`src/rtl/truth_table_sweeper_if.sv`:
```
// Handshake and result bundle between a sweep host (master) and truth_table_sweeper (slave).
// The host also returns the function-under-test output on dut_f.
interface truth_table_sweeper_if #(
  parameter int N_IN  = 4,
  parameter int ERR_W = N_IN + 1
);
  logic                 start;
  logic                 abort;
  logic [2**N_IN-1:0]   expected;
  logic                 dut_f;
  logic [N_IN-1:0]      sweep_vec;
  logic                 busy;
  logic                 done;
  logic                 pass;
  logic [ERR_W-1:0]     err_count;
  logic [N_IN-1:0]      first_fail;
  logic                 first_fail_valid;

  modport master (
    output start, abort, expected, dut_f,
    input  sweep_vec, busy, done, pass, err_count, first_fail, first_fail_valid
  );

  modport slave (
    input  start, abort, expected, dut_f,
    output sweep_vec, busy, done, pass, err_count, first_fail, first_fail_valid
  );
endinterface

```
`src/rtl/truth_table_sweeper.sv`:
```
// Exhaustive truth-table sweep engine: walks every input vector, holds it SETTLE cycles,
// and checks the sampled function output against a truth table latched at start.
module truth_table_sweeper #(
  parameter int N_IN         = 4,
  parameter int SETTLE       = 1,
  parameter int ERR_W        = N_IN + 1,
  parameter int STOP_ON_FAIL = 0
) (
  input logic                  clk,
  input logic                  rst,
  truth_table_sweeper_if.slave bus
);

  localparam int CNT_W = (SETTLE > 1) ? $clog2(SETTLE) : 1;

  typedef enum logic [1:0] {IDLE, RUN, DONE} state_t;

  state_t             state;
  logic [2**N_IN-1:0] exp_lat;
  logic [CNT_W-1:0]   settle_cnt;
  logic [N_IN-1:0]    sweep_vec;
  logic               busy;
  logic               done;
  logic               pass;
  logic [ERR_W-1:0]   err_count;
  logic [N_IN-1:0]    first_fail;
  logic               first_fail_valid;

  logic               sample;
  logic               mism;
  logic               finish;
  logic [ERR_W-1:0]   err_upd;

  // Sample-edge decode; the compare only ever reads the latched table.
  always_comb begin
    sample  = (state == RUN) && (settle_cnt == CNT_W'(SETTLE - 1));
    mism    = bus.dut_f ^ exp_lat[sweep_vec];
    err_upd = err_count;
    if (mism && (err_count != {ERR_W{1'b1}}))
      err_upd = err_count + ERR_W'(1);
    finish  = (sweep_vec == {N_IN{1'b1}}) || ((STOP_ON_FAIL != 0) && mism);
  end

  always_ff @(posedge clk) begin
    if (rst) begin
      state            <= IDLE;
      exp_lat          <= '0;
      settle_cnt       <= '0;
      sweep_vec        <= '0;
      busy             <= 1'b0;
      done             <= 1'b0;
      pass             <= 1'b0;
      err_count        <= '0;
      first_fail       <= '0;
      first_fail_valid <= 1'b0;
    end else begin
      case (state)
        IDLE, DONE: begin
          if (bus.start) begin
            exp_lat          <= bus.expected;
            sweep_vec        <= '0;
            settle_cnt       <= '0;
            err_count        <= '0;
            first_fail       <= '0;
            first_fail_valid <= 1'b0;
            pass             <= 1'b0;
            done             <= 1'b0;
            busy             <= 1'b1;
            state            <= RUN;
          end
        end
        RUN: begin
          // Abort discards any sample due on this edge but keeps partial results.
          if (bus.abort) begin
            state <= IDLE;
            busy  <= 1'b0;
            done  <= 1'b0;
            pass  <= 1'b0;
          end else if (sample) begin
            err_count <= err_upd;
            if (mism && !first_fail_valid) begin
              first_fail       <= sweep_vec;
              first_fail_valid <= 1'b1;
            end
            if (finish) begin
              state <= DONE;
              busy  <= 1'b0;
              done  <= 1'b1;
              pass  <= (err_upd == '0);
            end else begin
              sweep_vec  <= sweep_vec + N_IN'(1);
              settle_cnt <= '0;
            end
          end else begin
            settle_cnt <= settle_cnt + CNT_W'(1);
          end
        end
        default: state <= IDLE;
      endcase
    end
  end

  assign bus.sweep_vec        = sweep_vec;
  assign bus.busy             = busy;
  assign bus.done             = done;
  assign bus.pass             = pass;
  assign bus.err_count        = err_count;
  assign bus.first_fail       = first_fail;
  assign bus.first_fail_valid = first_fail_valid;

endmodule

```
`src/flat_wrapper.sv`:
```
// flat-port wrapper written by rule: the top's interface ports become plain ports
module truth_table_sweeper_flat 
#(
  parameter int N_IN         = 4,
  parameter int SETTLE       = 1,
  parameter int ERR_W        = N_IN + 1,
  parameter int STOP_ON_FAIL = 0
)
  (clk, rst, bus_start, bus_abort, bus_expected, bus_dut_f, bus_sweep_vec, bus_busy, bus_done, bus_pass, bus_err_count, bus_first_fail, bus_first_fail_valid);
  truth_table_sweeper_if #(.N_IN(N_IN), .ERR_W(ERR_W)) bus_i ();
  input logic clk;
  input logic rst;
  input wire logic [$bits(bus_i.start)-1:0] bus_start;
  input wire logic [$bits(bus_i.abort)-1:0] bus_abort;
  input wire logic [$bits(bus_i.expected)-1:0] bus_expected;
  input wire logic [$bits(bus_i.dut_f)-1:0] bus_dut_f;
  output wire logic [$bits(bus_i.sweep_vec)-1:0] bus_sweep_vec;
  output wire logic [$bits(bus_i.busy)-1:0] bus_busy;
  output wire logic [$bits(bus_i.done)-1:0] bus_done;
  output wire logic [$bits(bus_i.pass)-1:0] bus_pass;
  output wire logic [$bits(bus_i.err_count)-1:0] bus_err_count;
  output wire logic [$bits(bus_i.first_fail)-1:0] bus_first_fail;
  output wire logic [$bits(bus_i.first_fail_valid)-1:0] bus_first_fail_valid;
  assign bus_i.start = bus_start;
  assign bus_i.abort = bus_abort;
  assign bus_i.expected = bus_expected;
  assign bus_i.dut_f = bus_dut_f;
  assign bus_sweep_vec = bus_i.sweep_vec;
  assign bus_busy = bus_i.busy;
  assign bus_done = bus_i.done;
  assign bus_pass = bus_i.pass;
  assign bus_err_count = bus_i.err_count;
  assign bus_first_fail = bus_i.first_fail;
  assign bus_first_fail_valid = bus_i.first_fail_valid;
  truth_table_sweeper #(.N_IN(N_IN), .SETTLE(SETTLE), .ERR_W(ERR_W), .STOP_ON_FAIL(STOP_ON_FAIL)) u_core (.clk(clk), .rst(rst), .bus(bus_i));
endmodule
```
`config.mk`:
```
export PLATFORM = sky130hd
export DESIGN_NAME = truth_table_sweeper_flat
export DESIGN_NICKNAME = d
export VERILOG_FILES = /design/src/rtl/truth_table_sweeper_if.sv /design/src/rtl/truth_table_sweeper.sv /design/src/flat_wrapper.sv
export SDC_FILE = /design/constraint.sdc
export NUM_CORES = 1
export LEC_CHECK = 0
export CELL_PAD_IN_SITES_DETAIL_PLACEMENT = 0
export CELL_PAD_IN_SITES_GLOBAL_PLACEMENT = 1
export CORE_AREA = 3 3 71 73
export DETAILED_ROUTE_END_ITERATION = 8
export DIE_AREA = 0 0 74 76
export HOLD_SLACK_MARGIN = 0.1
export PLACE_DENSITY = 0.88
export SLEW_MARGIN = 10
export SYNTH_ARGS = -nofsm -noshare
export SYNTH_HDL_FRONTEND = slang
export SYNTH_SLANG_ARGS = --single-unit
```
`constraint.sdc`:
```
create_clock -name clk -period 4.9 [get_ports clk]
set_clock_uncertainty 0.1 [all_clocks]
set_input_delay 0.49 -clock clk [delete_from_list [all_inputs] [get_ports clk]]
set_output_delay 0.49 -clock clk [all_outputs]
set_load 0.1 [all_outputs]
```
# Yosys cells after proc, flatten, opt, wreduce, memory -nomap -nowiden

Index checks and enable logic that the tools add are counted.

Add/subtract/negate cells: 3
Magnitude comparators: 1
Equal/unequal tests: 12
Muxes and demuxes: 43
Bitwise gates (word level): 2
Reduce and logical (&&, ||, !) cells: 15

Operators with widths:

| kind                | number |
|---|---|
| $mux 4              | 7 |
| $mux 5              | 4 |
| $mux 1              | 18 |
| $pmux 4 s2          | 2 |
| $reduce_and 4->1    | 3 |
| $pmux 1 s2          | 5 |
| $pmux 5 s2          | 1 |
| $reduce_and 5->1    | 2 |
| $mux 2              | 4 |
| $ne 2x2->1 const B  | 4 |
| $ne 3x2->1 const B  | 2 |
| $add 5x1->5 const B | 1 |
| $logic_not 5->1     | 1 |
| $lt 4x5->1 const B  | 1 |
| $ne 5x5->1 const B  | 1 |
| $add 4x1->4 const B | 1 |
| $bmux 1 s4          | 1 |
| $eq 4x4->1 const B  | 1 |
| $pmux 2 s2          | 1 |
| $logic_and 1x1->1   | 3 |
| $ne 3x3->1 const B  | 1 |
| $reduce_and 3->1    | 1 |
| $eq 2x1->1 const B  | 1 |
| $eq 2x2->1 const B  | 1 |
| 9 further kinds     | 9 |

Flip-flop bits (word level): 36
Input bits: 21
Output and inout port bits: 17
Word-level logic and storage cells: 86

# Logic depth before layout (Yosys ltp)

Gate-level depths: netlist of run 1.

Word-level depth: 10
Mapped depth: 10
Mapped depth without buffers: 9

# Worst setup path after synthesis of run 1

No wires, ideal clock.

Path kind: register to register
Start point: reg u_core.sweep_vec[0] (netlist: u_core.bus.sweep_vec[0])
End point: reg u_core.pass (netlist: u_core.bus.pass)
Library setup time: 0.086 ns
Arrival: 2.708 ns
Data required time: 4.714 ns
Setup slack: 2.005 ns
Cell stages (with the launch flop): 9
Path buffers: 1
Period minus slack after synthesis: 2.895 ns
Cells stage by stage: dfxtp_1 -> buf_6 -> mux2i_1 -> a22oi_1 -> and3_4 -> mux2i_4 -> nor2_4 -> o41a_1 -> a221oi_2

Word-level cells in the longest chain between the ends: 10
Elaborated cells on any way between the ends: 13
Those cells by class: 2 x eq/ne; 7 x mux; 1 x bitwise; 3 x reduce/logical

Ends and longest elaborated chain:

| item                         | line                      | text |
|---|---|---|
| from (decl)                  | truth_table_sweeper.sv:21 | `logic [N_IN-1:0] sweep_vec;` |
| from (signal assigned)       | truth_table_sweeper.sv:91 | `sweep_vec <= sweep_vec + N_IN'(1);` |
| $bmux 1 s4                   | truth_table_sweeper.sv:37 | `mism = bus.dut_f ^ exp_lat[sweep_vec];` |
| $mux 1 (implied by the code) | truth_table_sweeper.sv:37 |  |
| $xor 1x1->1                  | truth_table_sweeper.sv:37 |  |
| $logic_and 1x1->1            | truth_table_sweeper.sv:39 | `if (mism && (err_count != {ERR_W{1'b1}}))` |
| $mux 5                       | truth_table_sweeper.sv:39 |  |
| $logic_not 5->1              | truth_table_sweeper.sv:89 | `pass <= (err_upd == '0);` |
| $mux 1                       | truth_table_sweeper.sv:85 | `if (finish) begin` |
| $mux 1                       | truth_table_sweeper.sv:79 | `end else if (sample) begin` |
| $mux 1                       | truth_table_sweeper.sv:74 | `if (bus.abort) begin` |
| $pmux 1 s2                   | truth_table_sweeper.sv:57 | `case (state)` |
| to (signal assigned)         | truth_table_sweeper.sv:89 |  |
| to (decl)                    | truth_table_sweeper.sv:24 | `logic pass;` |

Parallel ways exist; a longest one is shown, timed or not. The select of a mux whose other input is x is not followed.
A chain may end at the register's enable or synchronous reset.

# Final worst setup path of run 1

Start point: in bus_abort
End point: reg u_core.first_fail_valid (netlist: u_core.bus.first_fail_valid)

Word-level cells in the longest chain between the ends: 2

Ends and longest elaborated chain:

| item                       | line                      | text |
|---|---|---|
| from (decl)                | flat_wrapper.sv:14        | `input wire logic [$bits(bus_i.abort)-1:0] bus_abort;` |
| $ne 2x2->1 (no line)       | n/a                       |  |
| $reduce_and 5->1 (no line) | n/a                       |  |
| to (signal assigned)       | truth_table_sweeper.sv:55 | `first_fail_valid <= 1'b0;` |
| to (signal assigned)       | truth_table_sweeper.sv:65 | `first_fail_valid <= 1'b0;` |
| to (signal assigned)       | truth_table_sweeper.sv:83 | `first_fail_valid <= 1'b1;` |
| to (decl)                  | truth_table_sweeper.sv:27 | `logic first_fail_valid;` |

No other way between the ends.

==> qor.yml, run 1 <==
dp_hpwl_um: 2740
ys_ff_latch: 36
critPathMaxStageDelay_ns: 0.96
p_switching_uw: 167
core_area_sq_um: 4410
tightest_slew_ns: 1.13
die_y_um: 76
slew_violations: 0
cp_top_family: "simple AND/OR/NAND/NOR gates"
drt_wl_total_um: 3960
timing.rr.start: "u_core.bus.sweep_vec[0]"
hold_viol_final: 0
hold_path_startpoint: "u_core.bus.first_fail[1]"
fmax_mhz: 314
hp-class: "flip-flop to flip-flop"
maxSlewHeadroom: 0.233
final.period_utilization: 0.650
antenna_found_initial: 0
worstPathCellList: "clkdlybuf4s50_1 -> nor2_1 -> a21oi_1 -> nor4b_1 -> nand2_1 -> nor4bb_1 -> mux2i_1 -> nor2_1"
yosysUniqueCellTypes: 40
cts_max_level: 2
num_vias: 1613
cts_setup_buffers: 0
required_ns: 4.96
synth.net_count: 246
cp-startpoint: "bus_abort"
drc: 0
nets: 277
portBuffers: 37
p_int_uw: 493
grt_max_degree: 37
start_util: 0.407
path_class: "input pin to flip-flop"
clk_latency_ns: 0.28
yosysWarnings: 0
num_rows: 24
ys.flop_type: "dfxtp_1"
critPathMaxFanout: 11
yosysSeqAreaShare: 0.401
vdd_drop_max_mv: 0.174
critPathLaunchType: "input pin"
drt_first_iter_violations: 178
synth_top_area_frac: 0.401
overflow: 0
grt_pass1_vias: 1531
dieArea_sq_um: 5620
synth.avg_cell_area_sq_um: 8.09
crit_arrival_ns: 3.24
gp_congestion: 0.841
synth_top_area_cell: "dfxtp_1"
final_area_sq_um: 2280
finalSetupTns_ns: 0
cap_violations: 0
vias_per_cell: 5.27
areaGrowthSynthToFinish_pct: 26.9
place_area_sq_um: 2170
crit_buf_inv: 1
setup_viol: 0
clockPowerShare: 0.385
io_pins: 38
diodes: 0
grtUsageTotal: 0.154
yosys-top-cells-area: "dfxtp_1 (40%), nand2_1 (10%), a21oi_1 (7.5%)"
syn_inst: 222
clk_pin_slew_ns: 0.07
root_buffer: "clkbuf_8"
cts_resized: 0
p_comb_frac: 0.143
swShare: 0.253
fill_cells: 449
syn_area_sq_um: 1800
crit_path_end_kind: "flip-flop"
p_leak_nw: 0.789
slowest_stage: "nor4bb_1"
postRouteAntennaNets: 0
cts_tree: "yes"
status: "completed"
numCtsBuffers: 5
avgRoutedWirePerCell_um: 12.9
clkSinkCount: 36
drive_above_1_share: 0.0630
cpMostUsedCell: "nor2_1"
clockBufferDepth: 2
pwr-share-seq: 0.472
grt_pass1_wl_um: 7070
holdBufCountCts: 0
synth_enable_flop_cells: 0
dr.pass1.iters: 4
p_per_area_nw_per_um2: 290
period_minus_slack_ns: 3.18
rsz0062_at_grt: "false"
synthArstFlopShare: 0
die_x_um: 74
[per-layer routing]
| layer | routed length (um) | global-route usage | up-vias |
|---|---|---|---|
| met1 | 1990 | 0.217 | 745 |
| met5 | 0 | 0 | - |
| li1 | - | - | 833 |
| met3 | 152 | 0.0277 | 5 |
| met4 | 57 | 0.0543 | 0 |
| met2 | 1760 | 0.232 | 30 |
[cell families after synthesis]
logic type,Yosys count,share of synthesized area
AO/OA/AOI/OAI,46,0.153
XOR/XNOR,3,0.0146
adder cells (fa/ha/maj),3,0.0209
buffers and inverters,18,0.0481
flip-flops,36,0.401
multiplexers,14,0.0857
AND/OR/NAND/NOR,102,0.276
[registers in the layout, indices dropped and copies added, names as in the netlist]
name and cells:
u_core.state 2, u_core.bus.pass 1, u_core.bus.first_fail_valid 1, u_core.bus.first_fail 4, u_core.bus.done 1, u_core.exp_lat 16
u_core.bus.busy 1, u_core.settle_cnt 1, u_core.bus.err_count 5, u_core.bus.sweep_vec 4
[cells in the mapped netlist (all sizes together), types with 4 or more instances]
cell    count
nand3b      4
clkbuf      8
nor2b       4
o211ai      4
nor4        4
buf         7
o21ai       5
dfxtp      36
nand2      50
mux2i      13
nor2       16
a21oi      27
nand3       7
[worst reg2reg max path, stage by stage, from the launching register on]
cell	delay, ns
dfxtp_1	0.77
mux2i_1	0.17
a22oi_1	0.20
and3_4	0.24
mux2i_1	0.17
nor4bb_1	0.90
mux2i_1	0.28
nor2_1	0.05
[worst paths after layout]
check | to | slack, ns | cells after the start
max | u_core.bus.first_fail_valid | 1.72 | 8
min | u_core.bus.first_fail[1] | 0.35 | 2
min reg2reg | u_core.bus.first_fail[1] | 0.35 | 2
max reg2reg | u_core.bus.first_fail_valid | 1.89 | 7
[through the flow]
step	power [mW]	setup WS (ns)	hold slack [ns]	utilization	instances
after floorplan	0.382	2.01	0.336	-	222
after global placement	0.412	1.52	0.338	0.492	298
after detailed placement	0.413	1.42	0.347	0.492	298
after CTS	0.668	1.71	0.358	0.516	306
after global routing	0.693	1.42	0.375	0.516	306
final	0.660	1.72	0.353	0.516	306
[power by group through the flow]
stage / Sequential, mW / Combinational, mW / Clock, mW
2_1_floorplan: 0.330 / 0.0521 / 0
3_3_place_gp: 0.318 / 0.0942 / 0
3_5_place_dp: 0.318 / 0.0950 / 0
4_1_cts: 0.311 / 0.0954 / 0.261
5_1_grt: 0.313 / 0.104 / 0.276
6_report: 0.311 / 0.0947 / 0.254
[placed cells by master, fill, tap and decap left out, types with 3 or more instances in the layout]
master and n:
a21oi_1 27, a31oi_1 3, clkbuf_8 5, clkdlybuf4s50_1 37, dfxtp_1 36, ha_1 3
inv_1 3, mux2i_1 12, nand2_1 50, nand3_1 7, nand3b_1 4, nor2_1 15
nor2b_1 4, nor4_1 4, nor4b_1 3, o211ai_1 4, o21ai_0 5
[cell type report]
cell class              count  area (sq um)  area share
multi-input cells         168           988       0.434
clock inverters             2          35.0      0.0154
clock buffers               6          72.6      0.0319
flip-flops and latches     36           721       0.316
inverters                   3          11.3     0.00494
repair buffers             39           385       0.169
well taps                  52          65.1      0.0286
No activity file was read; power rests on OpenSTA's default activity.
==> inputs of run 2 (changes only) <==
--- a/config.mk
+++ b/config.mk
@@ -7,11 +7,11 @@
 export LEC_CHECK = 0
 export CELL_PAD_IN_SITES_DETAIL_PLACEMENT = 0
 export CELL_PAD_IN_SITES_GLOBAL_PLACEMENT = 1
-export CORE_AREA = 3 3 71 73
+export CORE_AREA = 3 3 78 80
 export DETAILED_ROUTE_END_ITERATION = 8
-export DIE_AREA = 0 0 74 76
+export DIE_AREA = 0 0 81 83
 export HOLD_SLACK_MARGIN = 0.1
-export PLACE_DENSITY = 0.88
+export PLACE_DENSITY = 0.77
 export SLEW_MARGIN = 10
 export SYNTH_ARGS = -nofsm -noshare
 export SYNTH_HDL_FRONTEND = slang
==> constraint.sdc (replaced) <==
create_clock -name clk -period 2.9 [get_ports clk]
set_clock_uncertainty 0.1 [all_clocks]
set_input_delay 0.29 -clock clk [delete_from_list [all_inputs] [get_ports clk]]
set_output_delay 0.29 -clock clk [all_outputs]
set_load 0.1 [all_outputs]
==> run 2 against run 1 <==
Net effect:
- clock power rose by 46%
- non-clock buffer count rose by 5
- flip-flop and latch count did not move
- cell count rose by 8.2%
- design area rose by 0.27%
- critical path depth did not move
- via count fell by 0.93%
- sequential power rose by 68%
- largest cell class unchanged
- first-iteration DRC count fell by 60%
==> qor.yml, run 2 (synthesized netlist as in run 1, its figures left out) <==
final_cells: 331
tightest_slew_ns: 0.613
crit_arrival_ns: 2.58
areaGrowthSynthToFinish_pct: 27.2
regMostFlops: "u_core.exp_lat"
period_minus_slack_ns: 2.48
final_area_sq_um: 2280
path_class: "flip-flop to flip-flop"
diodes: 0
start_util: 0.328
vdd_drop_max_mv: 0.200
cts_setup_buffers: 0
crit_path_end_kind: "flip-flop"
place_area_sq_um: 2190
final_cell_mix: "nand2_1 (50), dfxtp_1 (36), a21oi_1 (27)"
overflow: 0
core_area_sq_um: 5470
vias_per_cell: 4.83
rsz0062_at_grt: "false"
drt_wl_total_um: 3980
top_layer: "met4"
required_ns: 3.00
numCtsBuffers: 5
drt_first_iter_violations: 72
maxSlewHeadroom: 0.592
gp_congestion: 0.801
p_leak_nw: 0.838
dr.pass1.iters: 4
finalSetupTns_ns: 0
num_rows: 27
portBuffers: 37
worstPathCellList: "ha_1 -> and3_1 -> ha_1 -> or3_1 -> mux2i_4 -> nor2_4 -> o41a_1 -> a221oi_2"
drive_above_1_share: 0.147
grt_pass1_wl_um: 6820
final.period_utilization: 0.855
swShare: 0.271
pwr-share-seq: 0.492
final_common_cell: "nand2_1"
cpMostUsedCell: "ha_1"
cp_top_family: "simple AND/OR/NAND/NOR gates"
grt_max_degree: 37
drc: 0
dp.cells: 323
cts_tree: "yes"
clkSinkCount: 36
postRouteAntennaNets: 0
hp-class: "flip-flop to flip-flop"
dp_hpwl_um: 2910
p_int_uw: 775
cap_violations: 0
critPathLaunchType: "flip-flop"
reg2reg_slack_ns: 0.42
avgRoutedWirePerCell_um: 12.0
slew_violations: 0
wl_met3_um: 210
cts_resized: 0
largest_reg_flops: 16
fmax_mhz: 403
hold_viol_final: 0
whs_ns: 0.354
holdBufCountCts: 0
grtUsageTotal: 0.125
nets: 282
grt_pass1_vias: 1489
p_comb_frac: 0.158
critPathMaxStageDelay_ns: 0.39
die_x_um: 81
top_regs: "u_core.exp_lat (16), u_core.bus.err_count (5)"
clk_latency_ns: 0.28
p_switching_uw: 288
setup_viol: 0
cts_max_level: 2
clockBufferDepth: 2
die_y_um: 83
clockPowerShare: 0.349
slowest_stage: "o41a_1"
p_per_area_nw_per_um2: 466
dieArea_sq_um: 6720
clk_pin_slew_ns: 0.08
critPathMaxFanout: 8
crit_buf_inv: 0
wl_met2_um: 1760
wl_met1_um: 1960
status: "completed"
utilization: 0.417
root_buffer: "clkbuf_8"
io_pins: 38
num_vias: 1598
antenna_found_initial: 0
==> run 2: cell types whose count changed in the layout (fill, tap and decap cells not counted), sizes merged <==
cell and delta:
buf +22, bufinv -1, clkbuf +1, clkdlybuf4s50 -17, clkinv -1, clkinvlp +1
==> run 2: routing by layer <==
layer	global-route usage	vias to the layer above
met5	0	-
met4	0.0369	0
met3	0.0325	5
met2	0.192	40
met1	0.170	710
li1	-	843
==> run 2: stage by stage <==
| stage | setup slack, ns | power (mW) |
|---|---|---|
| after global placement | 0.495 | 0.704 |
| after CTS | 0.408 | 1.08 |
| after detailed placement | 0.426 | 0.705 |
| after global routing | 0.273 | 1.12 |
| final | 0.420 | 1.06 |
| after floorplan | 0.00538 | 0.645 |
==> run 2: final cells by class <==
class	instances	area (sq um)
inverters	3	11.3
fillers	577	3190
multi-input cells	168	988
well taps	72	90.1
clock buffers	7	86.3
repair buffers	44	380
flip-flops and latches	36	721
clock inverters	1	7.51
==> run 2: final timing paths <==
check / start / depth (start not counted) / end
max reg2reg: u_core.bus.err_count[1] / 8 / u_core.bus.pass
min reg2reg: u_core.bus.first_fail[3] / 2 / u_core.bus.first_fail[3]
max: u_core.bus.err_count[1] / 8 / u_core.bus.pass
min: u_core.bus.first_fail[3] / 2 / u_core.bus.first_fail[3]
==> run 2: power groups by stage <==
stage / Sequential (mW) / Combinational (mW) / Clock (mW)
CTS: 0.523 / 0.171 / 0.384
finish: 0.523 / 0.169 / 0.372
floorplan: 0.558 / 0.0880 / 0
detailed placement: 0.535 / 0.171 / 0
global route: 0.526 / 0.187 / 0.404
global placement: 0.536 / 0.169 / 0
==> run 2: worst min-delay path: stages (launching register included) <==
cell	delay, ns
dfxtp_1	0.31
nand2_1	0.05
a21oi_1	0.05
